--- config.mk ---
export PLATFORM = sky130hd
export DESIGN_NAME = img_conv3x3
export DESIGN_NICKNAME = d
export VERILOG_FILES = /design/src/rtl/img_pkg.sv /design/src/rtl/img_kernel_dp.sv /design/src/rtl/img_conv3x3.sv
export SDC_FILE = /design/constraint.sdc
export NUM_CORES = 1
export LEC_CHECK = 0
export ABC_AREA = 1
export CORE_ASPECT_RATIO = 1.25
export CORE_UTILIZATION = 55
export DETAILED_ROUTE_END_ITERATION = 8
export PLACE_DENSITY = 0.75
export RECOVER_POWER = 100
export SLEW_MARGIN = 20
export SYNTH_ARGS = -nofsm -noshare
export SYNTH_HDL_FRONTEND = slang
export SYNTH_SLANG_ARGS = --single-unit
--- constraint.sdc ---
create_clock -name clk -period 10.8 [get_ports clk]
set_input_delay 2.16 -clock clk [delete_from_list [all_inputs] [get_ports clk]]
set_output_delay 2.16 -clock clk [all_outputs]
set_load 0.01 [all_outputs]
--- src/rtl/img_pkg.sv ---
// Shared constants, enums and saturation helper for the 3x3 image convolution stage.
package img_pkg;

  localparam int unsigned PIX_W = 12;
  localparam int unsigned IMG_W = 256;
  localparam int unsigned IMG_H = 256;
  localparam int unsigned SUM_W = PIX_W + 2;
  localparam int unsigned ACC_W = PIX_W + 6;

  typedef enum logic [1:0] {
    MODE_PASS  = 2'd0,
    MODE_GAUSS = 2'd1,
    MODE_SHARP = 2'd2,
    MODE_SOBEL = 2'd3
  } mode_e;

  typedef enum logic [1:0] {
    IDLE  = 2'd0,
    RUN   = 2'd1,
    DRAIN = 2'd2,
    DONE  = 2'd3
  } state_e;

  // Stage-1 payload: centre pixel plus the partial sums every kernel needs
  typedef struct packed {
    logic             valid;
    logic             border;
    logic [PIX_W-1:0] c;
    logic [SUM_W-1:0] corners;
    logic [SUM_W-1:0] edges;
    logic [SUM_W-1:0] gx_pos;
    logic [SUM_W-1:0] gx_neg;
    logic [SUM_W-1:0] gy_pos;
    logic [SUM_W-1:0] gy_neg;
  } s1_t;

  typedef struct packed {
    logic             valid;
    logic             border;
    logic [PIX_W-1:0] c;
    logic [ACC_W-1:0] val;
  } s2_t;

  // Clamp a two's-complement accumulator to the unsigned pixel range
  function automatic logic [PIX_W-1:0] sat12(input logic [ACC_W-1:0] v);
    if (v[ACC_W-1]) begin
      return '0;
    end else if (|v[ACC_W-2:PIX_W]) begin
      return '1;
    end
    return v[PIX_W-1:0];
  endfunction

endpackage

--- src/rtl/img_kernel_dp.sv ---
// Three-stage 3x3 kernel datapath: partial sums, kernel combine, saturate/border select.
module img_kernel_dp
  import img_pkg::*;
#(
  parameter int unsigned BORDER_PASS = 1
) (
  input  logic                 clk,
  input  logic                 rst,
  input  logic                 i_valid,
  input  logic                 i_border,
  input  mode_e                i_mode,
  input  logic [3*PIX_W-1:0]   i_row0,
  input  logic [3*PIX_W-1:0]   i_row1,
  input  logic [3*PIX_W-1:0]   i_row2,
  output logic                 o_valid,
  output logic [PIX_W-1:0]     o_pixel,
  output logic                 o_busy_c
);

  logic [PIX_W-1:0] w_tl, w_t, w_tr, w_l, w_c, w_r, w_bl, w_b, w_br;
  s1_t              w_s1, r_s1;
  s2_t              r_s2;
  logic [ACC_W-1:0] w_gsum, w_sharp, w_gx, w_gy, w_ax, w_ay, w_val;
  logic             r_out_valid;
  logic [PIX_W-1:0] r_out_pixel;

  function automatic logic [SUM_W-1:0] tap121(input logic [PIX_W-1:0] a,
                                              input logic [PIX_W-1:0] b,
                                              input logic [PIX_W-1:0] c);
    return SUM_W'(a) + (SUM_W'(b) << 1) + SUM_W'(c);
  endfunction

  assign w_tl = i_row0[PIX_W-1:0];
  assign w_t  = i_row0[2*PIX_W-1:PIX_W];
  assign w_tr = i_row0[3*PIX_W-1:2*PIX_W];
  assign w_l  = i_row1[PIX_W-1:0];
  assign w_c  = i_row1[2*PIX_W-1:PIX_W];
  assign w_r  = i_row1[3*PIX_W-1:2*PIX_W];
  assign w_bl = i_row2[PIX_W-1:0];
  assign w_b  = i_row2[2*PIX_W-1:PIX_W];
  assign w_br = i_row2[3*PIX_W-1:2*PIX_W];

  always_comb begin
    w_s1         = '0;
    w_s1.valid   = i_valid;
    w_s1.border  = i_border;
    w_s1.c       = w_c;
    w_s1.corners = SUM_W'(w_tl) + SUM_W'(w_tr) + SUM_W'(w_bl) + SUM_W'(w_br);
    w_s1.edges   = SUM_W'(w_t) + SUM_W'(w_b) + SUM_W'(w_l) + SUM_W'(w_r);
    w_s1.gx_pos  = tap121(w_tr, w_r, w_br);
    w_s1.gx_neg  = tap121(w_tl, w_l, w_bl);
    w_s1.gy_pos  = tap121(w_bl, w_b, w_br);
    w_s1.gy_neg  = tap121(w_tl, w_t, w_tr);
  end

  always_ff @(posedge clk or posedge rst) begin
    if (rst) begin
      r_s1 <= '0;
    end else if (i_valid) begin
      r_s1 <= w_s1;
    end else begin
      r_s1.valid <= 1'b0;
    end
  end

  // Kernel combine; all arithmetic is modulo 2^ACC_W so negatives land as two's complement
  always_comb begin
    w_gsum  = ACC_W'(r_s1.corners) + (ACC_W'(r_s1.edges) << 1) + (ACC_W'(r_s1.c) << 2) + ACC_W'(8);
    w_sharp = ACC_W'(r_s1.c) * ACC_W'(5) - ACC_W'(r_s1.edges);
    w_gx    = ACC_W'(r_s1.gx_pos) - ACC_W'(r_s1.gx_neg);
    w_gy    = ACC_W'(r_s1.gy_pos) - ACC_W'(r_s1.gy_neg);
    w_ax    = w_gx[ACC_W-1] ? -w_gx : w_gx;
    w_ay    = w_gy[ACC_W-1] ? -w_gy : w_gy;
    w_val   = ACC_W'(r_s1.c);
    unique case (i_mode)
      MODE_PASS:  w_val = ACC_W'(r_s1.c);
      MODE_GAUSS: w_val = w_gsum >> 4;
      MODE_SHARP: w_val = w_sharp;
      MODE_SOBEL: w_val = w_ax + w_ay;
      default:    w_val = ACC_W'(r_s1.c);
    endcase
  end

  always_ff @(posedge clk or posedge rst) begin
    if (rst) begin
      r_s2 <= '0;
    end else if (r_s1.valid) begin
      r_s2.valid  <= 1'b1;
      r_s2.border <= r_s1.border;
      r_s2.c      <= r_s1.c;
      r_s2.val    <= w_val;
    end else begin
      r_s2.valid <= 1'b0;
    end
  end

  always_ff @(posedge clk or posedge rst) begin
    if (rst) begin
      r_out_valid <= 1'b0;
      r_out_pixel <= '0;
    end else begin
      r_out_valid <= r_s2.valid;
      if (r_s2.valid) begin
        r_out_pixel <= ((BORDER_PASS != 0) && r_s2.border) ? r_s2.c : sat12(r_s2.val);
      end
    end
  end

  assign o_valid  = r_out_valid;
  assign o_pixel  = r_out_pixel;
  assign o_busy_c = r_s1.valid | r_s2.valid;

endmodule

--- src/rtl/img_conv3x3.sv ---
// Frame sequencer for the 3x3 convolution stage: FSM, frame position counters and mode latch.
module img_conv3x3
  import img_pkg::*;
#(
  parameter int unsigned IMG_W       = img_pkg::IMG_W,
  parameter int unsigned IMG_H       = img_pkg::IMG_H,
  parameter int unsigned PIX_W       = img_pkg::PIX_W,
  parameter int unsigned BORDER_PASS = 1
) (
  input  logic                 clk,
  input  logic                 rst,
  input  logic                 start,
  input  logic [1:0]           mode,
  input  logic                 win_valid,
  input  logic [3*PIX_W-1:0]   row0,
  input  logic [3*PIX_W-1:0]   row1,
  input  logic [3*PIX_W-1:0]   row2,
  output logic                 out_valid,
  output logic [PIX_W-1:0]     out_pixel,
  output logic                 busy,
  output logic                 done
);

  localparam int unsigned TOTAL = IMG_W * IMG_H;
  localparam int unsigned COL_W = (IMG_W > 1) ? $clog2(IMG_W) : 1;
  localparam int unsigned ROW_W = (IMG_H > 1) ? $clog2(IMG_H) : 1;
  localparam int unsigned CNT_W = (TOTAL > 1) ? $clog2(TOTAL) : 1;

  state_e           r_state, w_state_nxt;
  mode_e            r_mode;
  logic [COL_W-1:0] r_col;
  logic [ROW_W-1:0] r_row;
  logic [CNT_W-1:0] r_count;
  logic             r_busy, r_done;
  logic             w_busy_nxt, w_done_nxt;
  logic             w_accept, w_last, w_border, w_pipe_busy;

  assign w_accept = (r_state == RUN) && win_valid;
  assign w_last   = w_accept && (r_count == CNT_W'(TOTAL - 1));
  assign w_border = (r_row == '0) || (r_row == ROW_W'(IMG_H - 1)) ||
                    (r_col == '0) || (r_col == COL_W'(IMG_W - 1));

  always_ff @(posedge clk or posedge rst) begin
    if (rst) begin
      r_state <= IDLE;
      r_busy  <= 1'b0;
      r_done  <= 1'b0;
    end else begin
      r_state <= w_state_nxt;
      r_busy  <= w_busy_nxt;
      r_done  <= w_done_nxt;
    end
  end

  // DRAIN only needs the two internal stages empty: the output stage is then showing the last result
  always_comb begin
    w_state_nxt = r_state;
    unique case (r_state)
      IDLE:    if (start) w_state_nxt = RUN;
      RUN:     if (w_last) w_state_nxt = DRAIN;
      DRAIN:   if (!w_pipe_busy) w_state_nxt = DONE;
      DONE:    w_state_nxt = IDLE;
      default: w_state_nxt = IDLE;
    endcase
  end

  always_comb begin
    w_busy_nxt = 1'b0;
    w_done_nxt = 1'b0;
    unique case (w_state_nxt)
      RUN, DRAIN: w_busy_nxt = 1'b1;
      DONE:       w_done_nxt = 1'b1;
      default:    w_busy_nxt = 1'b0;
    endcase
  end

  always_ff @(posedge clk or posedge rst) begin
    if (rst) begin
      r_mode  <= MODE_PASS;
      r_col   <= '0;
      r_row   <= '0;
      r_count <= '0;
    end else if ((r_state == IDLE) && start) begin
      r_mode  <= mode_e'(mode);
      r_col   <= '0;
      r_row   <= '0;
      r_count <= '0;
    end else if (w_accept) begin
      r_count <= r_count + CNT_W'(1);
      if (r_col == COL_W'(IMG_W - 1)) begin
        r_col <= '0;
        r_row <= r_row + ROW_W'(1);
      end else begin
        r_col <= r_col + COL_W'(1);
      end
    end
  end

  img_kernel_dp #(
    .BORDER_PASS (BORDER_PASS)
  ) u_dp (
    .clk      (clk),
    .rst      (rst),
    .i_valid  (w_accept),
    .i_border (w_border),
    .i_mode   (r_mode),
    .i_row0   (row0),
    .i_row1   (row1),
    .i_row2   (row2),
    .o_valid  (out_valid),
    .o_pixel  (out_pixel),
    .o_busy_c (w_pipe_busy)
  );

  assign busy = r_busy;
  assign done = r_done;

endmodule

==> qor.csv <==
metric;value;unit
hold_path.class;flip-flop to flip-flop;
r2r-end;r_row[4]$_DFFE_PP0P_;
maxSlewViolCount;443;
cts_sinks;180;
synth_top_area_cell;dfrtp_1;
timing.final.crit_share;71.82;%
synth_edf_count;0;
run_status;finished, violations left;
synth_cells;2679;
multiInputGateArea;12780;µm²
fillers;3149;
final_hold_viol_count;0;
whs_endpoint;u_dp.r_s2[20]$_DFFE_PP0P_;
pre_cts_slack;4702;ps
layout-drive-gt1-share;2.600;%
fmax;128.9;MHz
r2r_cells;11;
cts_setup_buffers;0;
p_total;7142;µW
setup_ws;3043;ps
fin_worst_skew;17.47;ps
cap_viol_max_count;7;
power.density;333.7;nW/µm²
track_usage;34.68;%
regArea;4504;µm²
dieArea;35450;µm²
endpoint_kind;flip-flop;
p_leak;0.01116;µW
met2_usage;60.62;%
core;33880;µm²
wl_per_cell;18.28;µm
ys.flop_type;dfrtp_1;
synth_warnings;0;
ios;129;
cts_max_level;4;
fin_setup_tns;0;ps
vias_per_cell;5.613;
ant_nets;0;
route.vias.total;18360;
synth_cell_types;47;
hpwlAfterDp;50.68;mm
r2r_slack;4690;ps
synth-seq-cells;180;
clock_tree.root_cell;clkbuf_16;
cp_max_fo;95;
io_buffers;128;
cts_resized;0;
syn_area_per_cell;7.124;µm²
cts_hold_buffers;0;
synth_area_leaders;dfrtp_1 (24%), ha_1 (14%), nand2_1 (13%);
cts_buffers;17;
start_kind;primary input;
ir_drop;190.2;µV
async_reset_ff_share;100.0;%
synth.top_cell.area_share;23.60;%
drt-total-wl;59.80;mm
use_met3;4.469;%
clk_pin_slew;80;ps
tightestPinTransition;4300;ps
period_needed;7757;ps
gp_congestion;1.066;
criticalPathCategory;primary input to flip-flop;
grt.busiest_layer;met2;
required;11120;ps
hp-start;u_dp.r_s2[20]$_DFFE_PP0P_;
die_width;168.6;µm
relSlewSlack;-186.7;%
syn-cell-area;19080;µm²
clk_latency;460;ps
row_count;75;
nets;3218;
cts_tree;done;
yosysSeqAreaShare;23.60;%
violations;capacitance limit, slew limit;
grt_pass1_wl;94.01;mm
drt_iter0_drc;1351;
setup_viol;0;
grt_pass1_vias;18030;
grt_overflow;0;
drt_pass1_iterations;6;
antenna_found_initial;0;
holdPathStages;2;
grt_max_degree;97;
arrival;8080;ps
area_growth;12.14;%
die_h;210.3;µm
rsz0062_at_grt;no;
r2r_start;r_state[1]$_DFF_PP0_;
grt.met1_usage;41.69;%
initial_core_util;56.34;%
clockBufferDepth;2;
fin_util;63.18;%
drc;0;
## registers in the layout, indices dropped and copies added (netlist names), 2 cells and up
| register | flops |
|---|---|
| r_row | 8 |
| u_dp.o_pixel | 12 |
| u_dp.r_s1 | 97 |
| r_mode | 2 |
| r_count | 16 |
| r_state | 2 |
| r_col | 8 |
| u_dp.r_s2 | 32 |
## worst max-delay path by stage
stage	start	endpoint	slack [ps]	depth (start not counted)
after detailed placement	row0[24]	u_dp.r_s1[82]$_DFFE_PP0P_	4700	18
final	win_valid	r_row[4]$_DFFE_PP0P_	3040	9
after global placement	row0[0]	u_dp.r_s1[82]$_DFFE_PP0P_	4780	18
after CTS	row0[24]	u_dp.r_s1[82]$_DFFE_PP0P_	5180	18
after floorplan	rst	busy$_DFF_PP0_	3750	1
after global routing	win_valid	r_row[4]$_DFFE_PP0P_	2560	9
## cells in the final DEF (no fill, tap or decap), types with 3 or more instances in the layout
master	count
xnor2_1	21
a21oi_1	168
a2bb2oi_1	4
conb_1	4
a31oi_1	26
nand3_1	180
clkdlybuf4s50_1	109
or2_2	16
fa_1	92
nand3b_1	11
nor2_2	4
nand2_1	677
o21ai_0	209
nor2_1	182
clkbuf_16	17
inv_2	3
nor4_1	5
clkbuf_1	6
dlygate4sd3_1	19
a21boi_0	3
a21o_1	19
o21bai_1	12
a22oi_1	3
nand2_2	11
xor2_1	71
o22ai_1	5
ha_1	217
o31ai_1	8
inv_8	4
nand4_1	33
o2111ai_1	3
nor3_1	32
a221oi_1	3
inv_1	425
clkinv_4	3
dfrtp_1	180
## stage by stage
step	cell area, µm²	hold slack, ps	std cells
finish	21400	475.2	3271
global route	21400	506.3	3270
CTS	21450	479.9	3270
detailed placement	20850	462.1	3238
global placement	20850	452.0	3238
floorplan	19100	400.2	2682
## layer usage
metal | wire length, µm | up-vias | part of all wire, %
li1 | - | 8943 | -
met1 | 24600 | 8695 | 41
met2 | 28840 | 598 | 48
met3 | 3219 | 123 | 5.4
met4 | 3144 | 0 | 5.3
met5 | 0 | - | 0
## worst max-delay path, cell delays in order
cell           delay, ps
dlygate4sd3_1        520
nand2_1              410
inv_1                210
clkbuf_1            3030
a31oi_1              800
inv_1                520
nand3_1              170
nor3_1               160
nor3_1                70
## final cells by class
cell class | count | share of cell area, %
antenna | 1 | 0.01169
clock buffer | 19 | 2.070
clock inverter | 13 | 0.7425
inverter | 430 | 7.547
multi-input combinational | 2031 | 59.74
sequential | 180 | 21.05
tap | 462 | 2.701
timing repair buffer | 135 | 6.144
## cells in the mapped netlist, types with 2 or more instances
| cell type | instances |
|---|---|
| fa_1 | 92 |
| nand3b_1 | 11 |
| ha_1 | 217 |
| xor2_1 | 71 |
| o22ai_1 | 5 |
| a21o_1 | 19 |
| a21oi_1 | 168 |
| a22oi_1 | 3 |
| inv_1 | 425 |
| nand3_1 | 180 |
| a221oi_1 | 3 |
| nor3_1 | 31 |
| o31ai_1 | 8 |
| o21ai_0 | 209 |
| a21boi_0 | 2 |
| nand2_1 | 675 |
| o21bai_1 | 12 |
| or2_2 | 16 |
| nor2_2 | 5 |
| nor4_1 | 6 |
| nor2_1 | 181 |
| clkbuf_1 | 33 |
| nor3_2 | 2 |
| a2bb2oi_1 | 4 |
| nand2_2 | 12 |
| inv_2 | 4 |
| buf_4 | 2 |
| buf_1 | 4 |
| nand4_1 | 33 |
| xnor2_1 | 21 |
| dfrtp_1 | 180 |
| a31oi_1 | 26 |
| o211ai_1 | 2 |
| a31o_2 | 2 |
| o2111ai_1 | 3 |
## power breakdown
| group | internal (µW) | leakage [µW] | switching, µW |
|---|---|---|---|
| clock network | 336 | 0.000292 | 301 |
| registers | 888 | 0.00223 | 168 |
| logic | 1950 | 0.00863 | 3500 |
| total | 3170 | 0.0112 | 3970 |
## cell families (layout without fill, tap and decap cells)
kind of cell	after synthesis	count (layout)	synth area share, %
simple gates	1155	1155	25.40
fa+ha+maj	309	309	23.88
compound gates	471	471	13.53
other cells	1	5	0.01965
flops	180	180	23.60
buf+inv	471	597	9.349
xor+xnor	92	92	4.222
Note: power is estimated with default switching activity, not from simulation.
